File: config.mk
export PLATFORM = sky130hd
export DESIGN_NAME = video_timing_gen
export DESIGN_NICKNAME = d
export VERILOG_FILES = /design/src/rtl/video_timing_gen.sv
export SDC_FILE = /design/constraint.sdc
export NUM_CORES = 1
export LEC_CHECK = 0
export CAP_MARGIN = 20
export CORE_MARGIN = 10
export CORE_UTILIZATION = 59
export CTS_CLUSTER_DIAMETER = 80
export CTS_CLUSTER_SIZE = 24
export DETAILED_ROUTE_END_ITERATION = 8
export GPL_ROUTABILITY_DRIVEN = 0
export GPL_TIMING_DRIVEN = 1
export PLACE_DENSITY = 0.8
export SYNTH_ARGS = -nofsm -noshare
export SYNTH_HDL_FRONTEND = slang
export SYNTH_SLANG_ARGS = --single-unit
File: constraint.sdc
create_clock -name clk -period 3.6 [get_ports clk]
set_input_delay 0.72 -clock clk [delete_from_list [all_inputs] [get_ports clk]]
set_output_delay 0.72 -clock clk [all_outputs]
set_load 0.03 [all_outputs]
File: src/rtl/video_timing_gen.sv
// Video timing source: hsync/vsync pulses, data-enable and 8-bit test pattern; VTG_MOVING_RAMP_EN selects the moving diagonal ramp.
// Latency: outputs registered, first o_vs/o_hs one cycle after i_en is sampled in IDLE.
// Backpressure: none; free-running while enabled, always stops on a frame boundary.
module video_timing_gen #(
    parameter int CNT_V_SIZE = 12,
    parameter int CNT_H_SIZE = 12,
    parameter int VBP        = 3,
    parameter int VAC        = 1080,
    parameter int VFP        = 3,
    parameter int HBP        = 3,
    parameter int HAC        = 1920,
    parameter int HFP        = 3
) (
    input  logic       clk,
    input  logic       rst,
    input  logic       i_en,
    output logic       o_vs,
    output logic       o_hs,
    output logic       o_de,
    output logic [7:0] o_data,
    output logic       o_busy,
    output logic       o_frame_done
);

    localparam int HTOT = 1 + HBP + HAC + HFP;
    localparam int VTOT = 1 + VBP + VAC + VFP;

    localparam logic [CNT_H_SIZE-1:0] H_LAST   = CNT_H_SIZE'(HTOT - 1);
    localparam logic [CNT_H_SIZE-1:0] H_ACT_LO = CNT_H_SIZE'(HBP + 1);
    localparam logic [CNT_H_SIZE-1:0] H_ACT_HI = CNT_H_SIZE'(HBP + HAC);
    localparam logic [CNT_V_SIZE-1:0] V_LAST   = CNT_V_SIZE'(VTOT - 1);
    localparam logic [CNT_V_SIZE-1:0] V_ACT_LO = CNT_V_SIZE'(VBP + 1);
    localparam logic [CNT_V_SIZE-1:0] V_ACT_HI = CNT_V_SIZE'(VBP + VAC);

    localparam logic [2:0] S_IDLE = 3'b001;
    localparam logic [2:0] S_RUN  = 3'b010;
    localparam logic [2:0] S_STOP = 3'b100;

    logic [2:0]            state, state_nxt;
    logic [CNT_H_SIZE-1:0] h, h_nxt;
    logic [CNT_V_SIZE-1:0] v, v_nxt;
    logic                  h_wrap, v_wrap;
    logic [7:0]            frame_cnt, frame_cnt_nxt;

    logic       busy_d, hs_d, vs_d, de_d, fd_d;
    logic [7:0] x8;
`ifdef VTG_MOVING_RAMP_EN
    logic [7:0] y8;
`endif
    logic [7:0] data_d;

    always_comb begin
        h_wrap    = (h == H_LAST);
        v_wrap    = (v == V_LAST);
        state_nxt = state;
        h_nxt     = h;
        v_nxt     = v;
        case (state)
            S_IDLE: begin
                h_nxt = '0;
                v_nxt = '0;
                if (i_en) state_nxt = S_RUN;
            end
            S_RUN, S_STOP: begin
                h_nxt = h_wrap ? '0 : h + CNT_H_SIZE'(1);
                if (h_wrap) v_nxt = v_wrap ? '0 : v + CNT_V_SIZE'(1);
                // i_en only decides the state; the counters never see it mid-frame
                if (h_wrap && v_wrap) state_nxt = i_en ? S_RUN : S_IDLE;
                else                  state_nxt = i_en ? S_RUN : S_STOP;
            end
            default: begin
                state_nxt = S_IDLE;
                h_nxt     = '0;
                v_nxt     = '0;
            end
        endcase
    end

    // Outputs are decoded from the next position so the registers line up with (h,v).
    always_comb begin
        busy_d = (state_nxt != S_IDLE);
        hs_d   = busy_d && (h_nxt == '0);
        vs_d   = hs_d && (v_nxt == '0);
        de_d   = busy_d && (h_nxt >= H_ACT_LO) && (h_nxt <= H_ACT_HI)
                        && (v_nxt >= V_ACT_LO) && (v_nxt <= V_ACT_HI);
        fd_d   = busy_d && (h_nxt == H_LAST) && (v_nxt == V_LAST);
        frame_cnt_nxt = frame_cnt + 8'(o_frame_done);
        x8     = 8'(h_nxt - H_ACT_LO);
`ifdef VTG_MOVING_RAMP_EN
        y8     = 8'(v_nxt - V_ACT_LO);
`endif
        data_d = 8'd0;
        if (de_d) begin
`ifdef VTG_MOVING_RAMP_EN
            data_d = x8 + y8 + frame_cnt_nxt;
`else
            data_d = x8;
`endif
        end
    end

    always_ff @(posedge clk) begin
        if (rst) begin
            state        <= S_IDLE;
            h            <= '0;
            v            <= '0;
            frame_cnt    <= 8'd0;
            o_vs         <= 1'b0;
            o_hs         <= 1'b0;
            o_de         <= 1'b0;
            o_data       <= 8'd0;
            o_busy       <= 1'b0;
            o_frame_done <= 1'b0;
        end else begin
            state        <= state_nxt;
            h            <= h_nxt;
            v            <= v_nxt;
            frame_cnt    <= frame_cnt_nxt;
            o_vs         <= vs_d;
            o_hs         <= hs_d;
            o_de         <= de_d;
            o_data       <= data_d;
            o_busy       <= busy_d;
            o_frame_done <= fd_d;
        end
    end

endmodule

Word level (Yosys, flattened, before mapping):

Cells that the tools add are included.

* register bits after elaboration: 40
* bits in latches: 0
* RAM bits: 0
* ROM bits: 0
* bits of input ports: 3
* output and inout port bits: 13
* memories kept: 0

* add/subtract/negate cells: 3
* $mul: 0
* div/mod/pow operators: 0
* order comparisons: 4
* equal/unequal tests: 8
* shift-type cells: 0
* multiplexer cells: 10
* bitwise operators: 1
* reductions and logical operators: 13

Operators by type and width (count)
* $mux 12: 5
* $eq 12x11->1 const B: 4
* $add 12x1->12 const B: 2
* $ge 12x3->1 const B: 2
* $le 12x11->1 const B: 2
* $logic_not 12->1: 2
* $logic_and 1x1->1: 9
* $mux 3: 3
* $sub 8x3->8 const B: 1
* $pmux 3 s2: 1
* $reduce_or 2->1: 2
* $eq 3x1->1 const B: 1
* $eq 3x2->1 const B: 1
* $eq 3x3->1 const B: 1
* $ne 3x1->1 const B: 1
* $mux 2: 1
* $not 1->1: 1

Logic depth before layout (Yosys ltp):

* depth in word-level cells: 11
* depth in mapped cells: 13
* gate-level depth less buffers: 12

Least setup slack after synthesis:

Ideal clock, no wire load.

* path type: reg2reg
* from: register h[3]
* to: register o_data[4]
* arrival: 2.774 ns
* data required time: 3.463 ns
* path slack: 0.690 ns
* stages on the path, launching flop included: 11
* cells stage by stage: dfxtp_1 -> buf_6 -> or4_4 -> nor3_1 -> nor2_1 -> nand2_1 -> inv_1 -> ha_1 -> a221o_1 -> nand3_1 -> nor3_2

RTL lines
* start, declared: line 40 `logic [CNT_H_SIZE-1:0] h, h_nxt;`
* start signal, assigned: line 116 `h <= h_nxt;`
* $eq 12x11->1 *: line 53 `h_wrap = (h == H_LAST);`
* $mux 12 *: line 65 `h_nxt = h_wrap ? '0 : h + CNT_H_SIZE'(1);`
* $mux 12 *: line 58 `case (state)`
* named net h_nxt[2]: line 40
* $ge 12x3->1: line 84 `de_d = busy_d && (h_nxt >= H_ACT_LO) && (h_nxt <= H_ACT_HI)`
* $logic_and 1x1->1 (2 in series): line 84
* $logic_and 1x1->1 (2 in series): line 85 `&& (v_nxt >= V_ACT_LO) && (v_nxt <= V_ACT_HI);`
* $not 1->1 (no line)
* $reduce_or 2->1 (no line)
* end signal, assigned: line 122 `o_data <= data_d;`
* end, declared: line 20 `output logic [7:0] o_data,`

Mark *: on every way through the listed nets, which the timed path passes. The rest lies on a longest branch.
A chain may end at the register's enable or synchronous reset.

Worst setup path after layout:

* from: register h[0]
* to: register o_data[1]

* cells in the longest elaborated chain, start to end: 11

RTL lines
* branches (longest 11 deep; another with $add 12x1->12)

Parallel ways; which one is timed is not known.

==> summary.txt <==
Global routing
  – Gr usage total: 0.1479
  – Global-route wire length before repair: 8797 um
  – Initial antenna violation count: 0
  – Vias in the first global route: 1901
  – Total global routing overflow: 0
  – Largest net degree at the start of global routing: 13

Floorplan
  – # IOs: 16
  – Die area: 6907 sq um
  – Die X: 83.11 um
  – Site row count: 22
  – Starting Density: 0.6277
  – Core box area: 3744 sq um
  – Chip Height: 83.11 um

Power and ir drop
  – Clk pwr share: 0.371
  – Worst VDD drop: 0.0002116 V
  – Sequential power share: 0.585
  – Cell Int Power: 0.0005926 W
  – Sw frac: 0.2311
  – Cell area power density: 300.8 nW/um^2
  – Net Sw Power: 0.0001781 W
  – P_leak: 0.8181 nW
  – Comb pwr share: 0.044

Cells and area
  – Multi-input logic area: 1410 sq um
  – Reg area: 800.8 sq um
  – P&R area growth vs syn: 9.052%
  – Final net count: 292
  – Post-route cell area: 2562 sq um
  – Fill count: 316
  – N_diodes: 0
  – Layout cells sized above 1: 0.1206

Critical path
  – CP max-delay cell: or4_1
  – CP Class: reg2reg
  – Critical path buffers and inverters: 1
  – CP cell instances: inv_1 -> ha_1 -> nand3b_1 -> or4_1 -> nor4_1 -> nor4_4 -> a31oi_2 -> o2bb2ai_4 -> nor4_4
  – Reg2reg start: h[0]
  – Cell family with most CP delay: simple AND/OR/NAND/NOR gates
  – Reg2reg end: o_data[1]
  – CP max stage delay: 0.75 ns
  – CP startpoint kind: flip-flop
  – Worst Reg-to-Reg Cells: 9
  – Critical Path End Type: flip-flop
  – Crit-path max FO: 10
  – Crit path DAT: 3.33 ns
  – R2r setup slk: 0.47 ns
  – Most common cell on crit path: nor4_4
  – CP required: 3.80 ns

Routing
  – Remaining antenna violation count after routing: 0
  – Vias: 1920
  – Drc violations: 0
  – Drt wl/cell: 15.61 um
  – DRT iter0 DRCs: 120
  – Vias per inst: 5.818
  – Drt total wl: 5151 um
  – TritonRoute pass-1 iters: 4

Timing
  – Slew margin rel.: 0.5595
  – Max Slew Vio Count: 0
  – Worst Skew: 0.004080 ns
  – Final-report setup violation count: 0
  – Pin slew with the least headroom to its limit: 0.6548 ns
  – RSZ-0062 raised after global routing: no
  – Min Tclk post-route: 3.130 ns
  – Final period util: 0.8693
  – Sum Neg Setup Slack: 0 ns
  – Hold Fails Final Rpt: 0
  – Setup WS post-layout: 0.4704 ns
  – Max Freq: 319.5 MHz

Synthesis
  – Sequential area share after synthesis: 0.3408
  – Post-synth EDFFs: 0
  – Seq cells post-synth: 40
  – Synthesized area: 2350 sq um
  – Yosys warnings: 0
  – Yosys cell types: 56
  – Syn Inst Count: 273
  – Asr flop ratio synth: 0
  – Mean Syn Cell Area: 8.607 sq um
  – Synth Net Count: 283
  – Post-synth top flop: dfxtp_1

Clocking
  – Setup bufs post-CTS: 0
  – Sink Count: 40
  – Post-CTS Hold Fix Bufs: 0
  – Clock Tree Buf Depth: 2
  – Clock latency at the later pin of the worst-skew pair: 0.29 ns
  – # H-tree levels: 2
  – CTS tree: yes
  – Post-cts resize count: 0
  – Root Driver: clkbuf_8
  – Clk pin slew, worst setup/hold paths: 0.08 ns
  – Total CTS buffers: 5

Placement
  – Post-Place Setup Slack: 0.5180 ns
  – Number of port buffers: 15
  – DP Wirelength: 3835 um
  – Placed cell area: 2481 sq um

Worst hold path
  – Hold Startpoint: h[0]
  – Hold depth: 1
  – HP Class: reg2reg
  – Worst Hold Endpoint: h[0]

Run
  – Max Cap Viol: 0

Run status
  – Status: complete, no violations
[worst max path at each step]
stage	startpoint	endpoint	slack, ns	cells after the start
3_5_place_dp	h[0]	o_data[1]	0.52	9
4_1_cts	h[0]	o_data[7]	0.50	11
5_1_grt	h[0]	o_data[5]	0.19	11
6_report	h[0]	o_data[1]	0.47	9
2_1_floorplan	h[3]	o_data[4]	0.69	10
3_3_place_gp	h[0]	o_data[5]	0.62	11
[cell usage in the layout, fill, tap and decap left out, types with 3 or more instances in the layout]
master,n
and3_1,6
o21ai_0,6
nand3_1,9
xnor2_1,16
dfxtp_1,40
clkbuf_8,5
a21oi_1,5
nor4_4,3
inv_1,8
nand4_1,8
nand2_1,19
clkdlybuf4s50_1,15
nor4b_1,4
nand3b_1,3
ha_1,7
nor3_1,15
nor3_2,6
buf_4,4
nor2_1,38
a211oi_1,4
nor4_1,5
or3_1,5
xor2_1,7
[synthesized netlist by cell type (7+ instances only)]
library cell / count / share of area
xor2_1: 7 / 0.026
nand3_1: 9 / 0.019
nand2_1: 19 / 0.030
buf_4: 8 / 0.026
ha_1: 7 / 0.037
dfxtp_1: 40 / 0.34
nor3_1: 15 / 0.032
inv_1: 8 / 0.013
nor2_1: 38 / 0.061
xnor2_1: 16 / 0.060
nand4_1: 8 / 0.021
[power groups by stage]
stage	sequential [W]	combinational [W]	clock, W
2_1_floorplan	0.000467	0.0000154	0
3_3_place_gp	0.000461	0.0000340	0
3_5_place_dp	0.000461	0.0000340	0
4_1_cts	0.000451	0.0000342	0.000294
5_1_grt	0.000451	0.0000368	0.000313
6_report	0.000451	0.0000337	0.000286
[stage by stage]
stage                     total power, W  hold WS (ns)  cells  utilization
after floorplan                0.0004822        0.5528    273            -
after global placement         0.0004950        0.5916    323       0.6628
after detailed placement       0.0004954        0.5865    323       0.6628
after CTS                      0.0007790        0.6067    330       0.6845
after global routing           0.0008013        0.6554    330       0.6845
final                          0.0007708        0.6055    330       0.6845
[logic make-up (layout without fill, tap and decap cells)]
kind of cell | count (synthesis) | in the layout | share of synthesized area
simple gates | 139 | 139 | 0.3440
flops | 40 | 40 | 0.3408
compound gates | 39 | 39 | 0.1331
buf+inv | 25 | 34 | 0.05910
xor+xnor | 23 | 23 | 0.08573
fa+ha+maj | 7 | 7 | 0.03727
[layer usage]
| metal | global-route usage | routed length (um) | part of all wire | up-vias |
|---|---|---|---|---|
| li1 | - | - | - | 994 |
| met1 | 0.1738 | 2224 | 0.43 | 857 |
| met2 | 0.2444 | 2480 | 0.48 | 59 |
| met3 | 0.04199 | 337 | 0.065 | 10 |
| met4 | 0.06154 | 109 | 0.021 | 0 |
| met5 | 0 | 0 | 0 | - |
[layout make-up]
type,instances,area share
clock inverter,2,0.004883
multi-input combinational,208,0.5503
tap,48,0.02344
sequential,40,0.3125
inverter,8,0.01172
clock buffer,5,0.02686
timing repair buffer,19,0.07031
[state kept, by name (all words and copies together), names as in the netlist]
name and cells:
o_frame_done 1, v 12, o_hs 1, h 12, o_vs 1, o_de 1
state 3, o_data 8, o_busy 1
(Power assumes the default switching activity.)
